[src/rtl/key_conditioner_if.sv]
// rtl/key_conditioner_if.sv - pushbutton key inputs and conditioned outputs bundle
interface key_conditioner_if #(
  parameter int NKEYS = 4
);
  logic [NKEYS-1:0] key_n;
  logic [NKEYS-1:0] level;
  logic [NKEYS-1:0] press_pulse;
  logic [NKEYS-1:0] release_pulse;

  modport master (
    output key_n,
    input  level,
    input  press_pulse,
    input  release_pulse
  );

  modport slave (
    input  key_n,
    output level,
    output press_pulse,
    output release_pulse
  );
endinterface

[src/rtl/key_conditioner.sv]
// rtl/key_conditioner.sv - per-key synchronizer, counter debouncer and press/release strobes
module key_conditioner #(
  parameter int NKEYS           = 4,
  parameter int DEBOUNCE_CYCLES = 1000000,
  parameter int CNT_W           = 20
) (
  input  logic             clk,
  input  logic             reset_n,
  key_conditioner_if.slave kif
);

  localparam logic [CNT_W-1:0] CNT_LAST = CNT_W'(DEBOUNCE_CYCLES - 1);

  logic [NKEYS-1:0] sync1;
  logic [NKEYS-1:0] sync2;
  logic [NKEYS-1:0] pressed;
  logic [NKEYS-1:0] level_q;
  logic [NKEYS-1:0] press_q;
  logic [NKEYS-1:0] release_q;
  logic [CNT_W-1:0] cnt [NKEYS];

  // Keys are active-low; synchronizers reset to "released" so a key held
  // through reset is seen as a fresh press once reset lifts.
  assign pressed = ~sync2;

  always_ff @(posedge clk or negedge reset_n) begin
    if (!reset_n) begin
      sync1     <= '1;
      sync2     <= '1;
      level_q   <= '0;
      press_q   <= '0;
      release_q <= '0;
      for (int i = 0; i < NKEYS; i++) begin
        cnt[i] <= '0;
      end
    end else begin
      sync1     <= kif.key_n;
      sync2     <= sync1;
      press_q   <= '0;
      release_q <= '0;
      for (int i = 0; i < NKEYS; i++) begin
        if (pressed[i] == level_q[i]) begin
          cnt[i] <= '0;
        end else if (cnt[i] != CNT_LAST) begin
          cnt[i] <= cnt[i] + CNT_W'(1);
        end else begin
          level_q[i]   <= pressed[i];
          cnt[i]       <= '0;
          press_q[i]   <= pressed[i];
          release_q[i] <= ~pressed[i];
        end
      end
    end
  end

  assign kif.level         = level_q;
  assign kif.press_pulse   = press_q;
  assign kif.release_pulse = release_q;

endmodule

[src/flat_wrapper.sv]
// flat-port wrapper written by rule: the top's interface ports become plain ports
module key_conditioner_flat 
#(
  parameter int NKEYS           = 4,
  parameter int DEBOUNCE_CYCLES = 1000000,
  parameter int CNT_W           = 20
)
  (clk, reset_n, kif_key_n, kif_level, kif_press_pulse, kif_release_pulse);
  key_conditioner_if #(.NKEYS(NKEYS)) kif_i ();
  input  logic clk;
  input  logic reset_n;
  input wire logic [$bits(kif_i.key_n)-1:0] kif_key_n;
  output wire logic [$bits(kif_i.level)-1:0] kif_level;
  output wire logic [$bits(kif_i.press_pulse)-1:0] kif_press_pulse;
  output wire logic [$bits(kif_i.release_pulse)-1:0] kif_release_pulse;
  assign kif_i.key_n = kif_key_n;
  assign kif_level = kif_i.level;
  assign kif_press_pulse = kif_i.press_pulse;
  assign kif_release_pulse = kif_i.release_pulse;
  key_conditioner #(.NKEYS(NKEYS), .DEBOUNCE_CYCLES(DEBOUNCE_CYCLES), .CNT_W(CNT_W)) u_core (.clk(clk), .reset_n(reset_n), .kif(kif_i));
endmodule
[config.mk]
export PLATFORM = sky130hd
export DESIGN_NAME = key_conditioner_flat
export DESIGN_NICKNAME = d
export VERILOG_FILES = /design/src/rtl/key_conditioner_if.sv /design/src/rtl/key_conditioner.sv /design/src/flat_wrapper.sv
export SDC_FILE = /design/constraint.sdc
export NUM_CORES = 1
export LEC_CHECK = 0
export BUFFER_PORTS_ARGS = -buffer_cell sky130_fd_sc_hd__buf_2
export CAP_MARGIN = 20
export CORE_ASPECT_RATIO = 0.75
export CORE_MARGIN = 2
export CORE_UTILIZATION = 54
export DETAILED_ROUTE_END_ITERATION = 7
export PLACE_DENSITY_LB_ADDON = 0.12
export REMOVE_ABC_BUFFERS = 1
export SLEW_MARGIN = 25
export SYNTH_ARGS = -nofsm -noshare
export SYNTH_HDL_FRONTEND = slang
export SYNTH_SLANG_ARGS = --single-unit
[constraint.sdc]
create_clock -name clk -period 2.4 [get_ports clk]
set_clock_uncertainty 0.2 [all_clocks]
set_input_delay 0.24 -clock clk [delete_from_list [all_inputs] [get_ports clk]]
set_output_delay 0.24 -clock clk [all_outputs]
set_load 0.005 [all_outputs]
After elaboration in Yosys (flattened, before gate mapping). Cells that the tools add are included.

$add $sub $neg: 4. Multiply operators: 0. Divide/modulo/power cells: 0. $lt $le $gt $ge: 0. Eq/ne operators: 8. Shift operators: 0. Muxes and demuxes: 24. Bitwise logic cells: 13. Reduce and logical (&&, ||, !) cells: 4.

Operators by type and width (number): two-way mux 20 bit (8); adder 20 x 1 -> 20 bit (second input constant) (4); inequality test 20 bit (second input constant) (4); two-way mux 1 bit (16); inverter 1 bit (12); AND reduction 2 bit (4); equality test 1 bit (4); inverter 4 bit (1).

Flip-flop bits (word level): 100. Bits in latches: 0. Memory bits (writable): 0. Bits in read-only memories: 0. Logic and storage cells: 65. Memories kept: 0.

Longest topological paths before layout.
Depth in word-level cells: 4. Gate-level depth with buffers: 6. Gate-level depth less buffers: 5.

Worst setup path after synthesis. Ideal clock, no wire load.

Kind: flip-flop to flip-flop. Start: register u_core.cnt[0] in the netlist's numbering. End: register u_core.cnt[18] in the netlist's numbering. Setup time: 0.080 ns. Data arrival time: 1.923 ns. Required time: 2.120 ns. Setup slack: 0.197 ns. Stages on the path, launching flop included: 7. Buffers on the path: 1. Period minus slack after synthesis: 2.203 ns. Cells stage by stage: dfrtp_1 ha_1 nand2_1 or4_1 buf_2 or4_1 a21oi_1.

Cells in the longest elaborated chain, start to end: 3.

RTL lines: start, declared (RTL line key_conditioner.sv:20) `logic [CNT_W-1:0] cnt [NKEYS];`; start signal, assigned by index (RTL line key_conditioner.sv:45) `cnt[i] <= cnt[i] + CNT_W'(1);`; adder 20 x 1 -> 20 bit or inequality test 20 bit (tied branches) (RTL line key_conditioner.sv:45, key_conditioner.sv:44); two-way mux 20 bit (*) (RTL line key_conditioner.sv:44) `end else if (cnt[i] != CNT_LAST) begin`; two-way mux 20 bit (*) (RTL line key_conditioner.sv:42) `if (pressed[i] == level_q[i]) begin`.

Every way passes the cells marked *; elsewhere a longest branch is shown, timed or not. A chain may end at the register's enable or synchronous reset.

Worst setup path in the final report.
Start: register u_core.cnt[46] in the netlist's numbering. End: register u_core.cnt[41] in the netlist's numbering.

Cells in the longest elaborated chain, start to end: 3.

RTL lines (RTL line): inequality test 20 bit (key_conditioner.sv:44); two-way mux 20 bit (key_conditioner.sv:44); two-way mux 20 bit (key_conditioner.sv:42).

No other way between the ends.

==> impl_metrics.env <==
export IMPL_clockPowerShare=0.456
export IMPL_crit_chain="or4b_1 > or4_4 > or2_1 > and3_1"
export IMPL_pwr_share_seq=0.511
export IMPL_finalMaxSlewViolations=0
export IMPL_min_period_over_period=0.943
export IMPL_detail_route_antenna_nets=0
export IMPL_htree_levels=3
export IMPL_syn2layout_area_growth_pct=15.0
export IMPL_hpwlAfterDp_mm=5.92
export IMPL_required_ns=2.43
export IMPL_ios=18
export IMPL_drtIter0Drc=178
export IMPL_grt_pass1_vias=3360
export IMPL_nFillCells=691
export IMPL_drive_above_1_share=0.135
export IMPL_port_buffers=17
export IMPL_cp_arrival_ns=2.29
export IMPL_synth_seq_cells=100
export IMPL_status="completed"
export IMPL_antenna_found_initial=0
export IMPL_avgSynthCellArea_um2=10.0
export IMPL_drt_first_pass_iters=4
export IMPL_drc_errors=0
export IMPL_peakVddDrop_v=0.000628
export IMPL_grtUsageTotal=0.205
export IMPL_fin_hold_ws_ns=0.156
export IMPL_min_period_ns=2.26
export IMPL_rsz0062_at_grt="no"
export IMPL_p_leak_uw=0.00215
export IMPL_power_switching_uw=715
export IMPL_seqCellArea_mm2=0.00251
export IMPL_finalHoldViolCount=0
export IMPL_swShare=0.209
export IMPL_grt_pass1_wl_mm=15.5
export IMPL_critPathMaxStageDelay_ns=0.55
export IMPL_die_y_um=84.4
export IMPL_dieArea_mm2=0.00938
export IMPL_nets=509
export IMPL_die_x_um=111
export IMPL_fp_coreArea_mm2=0.00842
export IMPL_clock_sinks=100
export IMPL_whs_endpoint="u_core.sync2[2]"
export IMPL_overflow=0
export IMPL_place_area_mm2=0.00495
export IMPL_routedWlPerCell_um=14.2
export IMPL_crit_path_start_kind="register"
export IMPL_timing_slew_headroom=0.624
export IMPL_crit_type="reg2reg"
export IMPL_grt_max_degree=44
export IMPL_crit_path_end_kind="register"
export IMPL_whs_path_depth=0
export IMPL_setup_tns_final_ns=0
export IMPL_synth_edff_count=0
export IMPL_hp_class="reg2reg"
export IMPL_path_clk_slew_ns=0.07
export IMPL_max_freq_mhz=442
export IMPL_syn_area_mm2=0.00465
export IMPL_max_slew_worst_pin_slew_ns=0.559
export IMPL_crit_slowest_cell="or4_4"
export IMPL_clock_path_buffers=2
export IMPL_via_per_inst=5.53
export IMPL_critical_path_max_fanout=5
export IMPL_p_int_uw=2700
export IMPL_cp_num_buf_inv=0
export IMPL_power_density_mw_per_mm2=638
export IMPL_post_cts_buffers=0
export IMPL_design_area_mm2=0.00535
export IMPL_start_util=0.552
export IMPL_num_vias=3382
export IMPL_maxCapViolations=0
export IMPL_ys_types=42
export IMPL_r2r_cells=4
export IMPL_wl_mm=8.70
export IMPL_cts_tree="built"
export IMPL_final_common_cell="dfrtp_1"
export IMPL_gp_congestion=0.833
export IMPL_cts_made_buffers=9
export IMPL_power_frac_comb=0.033
export IMPL_timing_rr_start="u_core.cnt[46]"
export IMPL_layout_cells_most_common_list="92 x dfrtp_1, 59 x nor2_1, 32 x xnor2_1"
export IMPL_cts_root_buf="clkbuf_16"
export IMPL_cp_top_family="simple AND/OR/NAND/NOR gates"
export IMPL_yosys_most_used_dff="dfrtp_1"
export IMPL_diodes=0
export IMPL_fin_util=0.635
export IMPL_clk_latency_ns=0.34
export IMPL_multiInputGateArea_mm2=0.00206
export IMPL_rows=29
export IMPL_min_from="u_core.sync1[2]"
export IMPL_netlist_instances=463
export IMPL_yosysSeqAreaShare=0.540
export IMPL_setup_violations=0
export IMPL_r2r_setup_slack_ns=0.14
export IMPL_timing_rr_end="u_core.cnt[41]"
export IMPL_async_flop_share=1.00
export IMPL_yosys_warnings=0
## routing by layer
layer,wire (um),global-route usage
met5,0,0
met4,117,0.0640
met3,273,0.0621
met2,3910,0.309
met1,4410,0.288
## kinds of logic after synthesis
group           after synthesis  share of synthesized area
compound gates               62                     0.0743
mux                           1                    0.00215
xor+xnor                     50                     0.0942
buf+inv                      25                     0.0221
flops                       100                      0.540
simple gates                221                      0.256
fa+ha+maj                     4                     0.0108
## how the worst max path moves through the flow
stage	from	endpoint	slack (ns)	depth (start not counted)
after floorplan	u_core.cnt[0]	u_core.cnt[18]	0.20	5
after global placement	u_core.cnt[0]	u_core.cnt[18]	0.13	5
after detailed placement	u_core.cnt[0]	u_core.cnt[18]	0.07	5
after CTS	u_core.cnt[0]	u_core.cnt[18]	0.04	5
after global routing	u_core.cnt[0]	u_core.cnt[18]	0.02	5
final	u_core.cnt[46]	u_core.cnt[41]	0.14	4
## what timing repair did
item | CTS | global route
endpoints found under the setup margin | 0 | 4
gates resized for setup | 0 | 5
hold buffers | 5 | 0
hold endpoints to repair | 43 | 0
## metrics by stage
step / setup slack (ns) / power, uW / cells
6_report: 0.137 / 3410 / 612
5_1_grt: 0.0220 / 3550 / 612
4_1_cts: 0.0395 / 3460 / 612
3_5_place_dp: 0.0654 / 1880 / 591
3_3_place_gp: 0.126 / 1880 / 591
2_1_floorplan: 0.204 / 1810 / 454
## layout make-up
| type | count | area share |
|---|---|---|
| flip-flops and latches | 100 | 0.470 |
| multi-input cells | 338 | 0.385 |
| repair buffers | 34 | 0.0473 |
| clock buffers | 10 | 0.0447 |
| well taps | 108 | 0.0253 |
| clock inverters | 6 | 0.0164 |
| inverters | 16 | 0.0112 |
## Yosys cell counts (2+ instances only)
library cell / n / share of area
nor4b_1: 4 / 0.0075
or4_1: 14 / 0.023
and3_1: 11 / 0.015
inv_1: 16 / 0.013
or3_1: 18 / 0.024
ha_1: 4 / 0.011
nand4b_1: 3 / 0.0057
nand4_1: 16 / 0.022
xnor2_1: 32 / 0.060
dfstp_2: 8 / 0.045
nand2_1: 26 / 0.021
clkbuf_1: 7 / 0.0057
xor2_1: 18 / 0.034
nor2_1: 59 / 0.048
o21ai_1: 2 / 0.0022
o21ai_0: 26 / 0.028
and2_1: 3 / 0.0040
and4_1: 2 / 0.0038
or4_2: 2 / 0.0038
dfrtp_1: 92 / 0.50
nand3_2: 2 / 0.0043
o31ai_1: 5 / 0.0081
nand3_1: 28 / 0.030
nor3_1: 16 / 0.017
nor4_1: 7 / 0.0094
a21oi_1: 26 / 0.028
## flip-flops by register name, summed over array words and instances (netlist names)
signal                    count
u_core.sync1                  4
u_core.kif.release_pulse      4
u_core.kif.level              4
u_core.sync2                  4
u_core.cnt                   80
u_core.kif.press_pulse        4
## power groups by stage
stage	Clock [uW]	Sequential, uW	Combinational [uW]
CTS	1600	1740	117
global route	1670	1740	133
global placement	0	1770	111
detailed placement	0	1770	110
finish	1560	1740	114
floorplan	0	1770	41.2
Note: power is estimated with default switching activity, not from simulation.
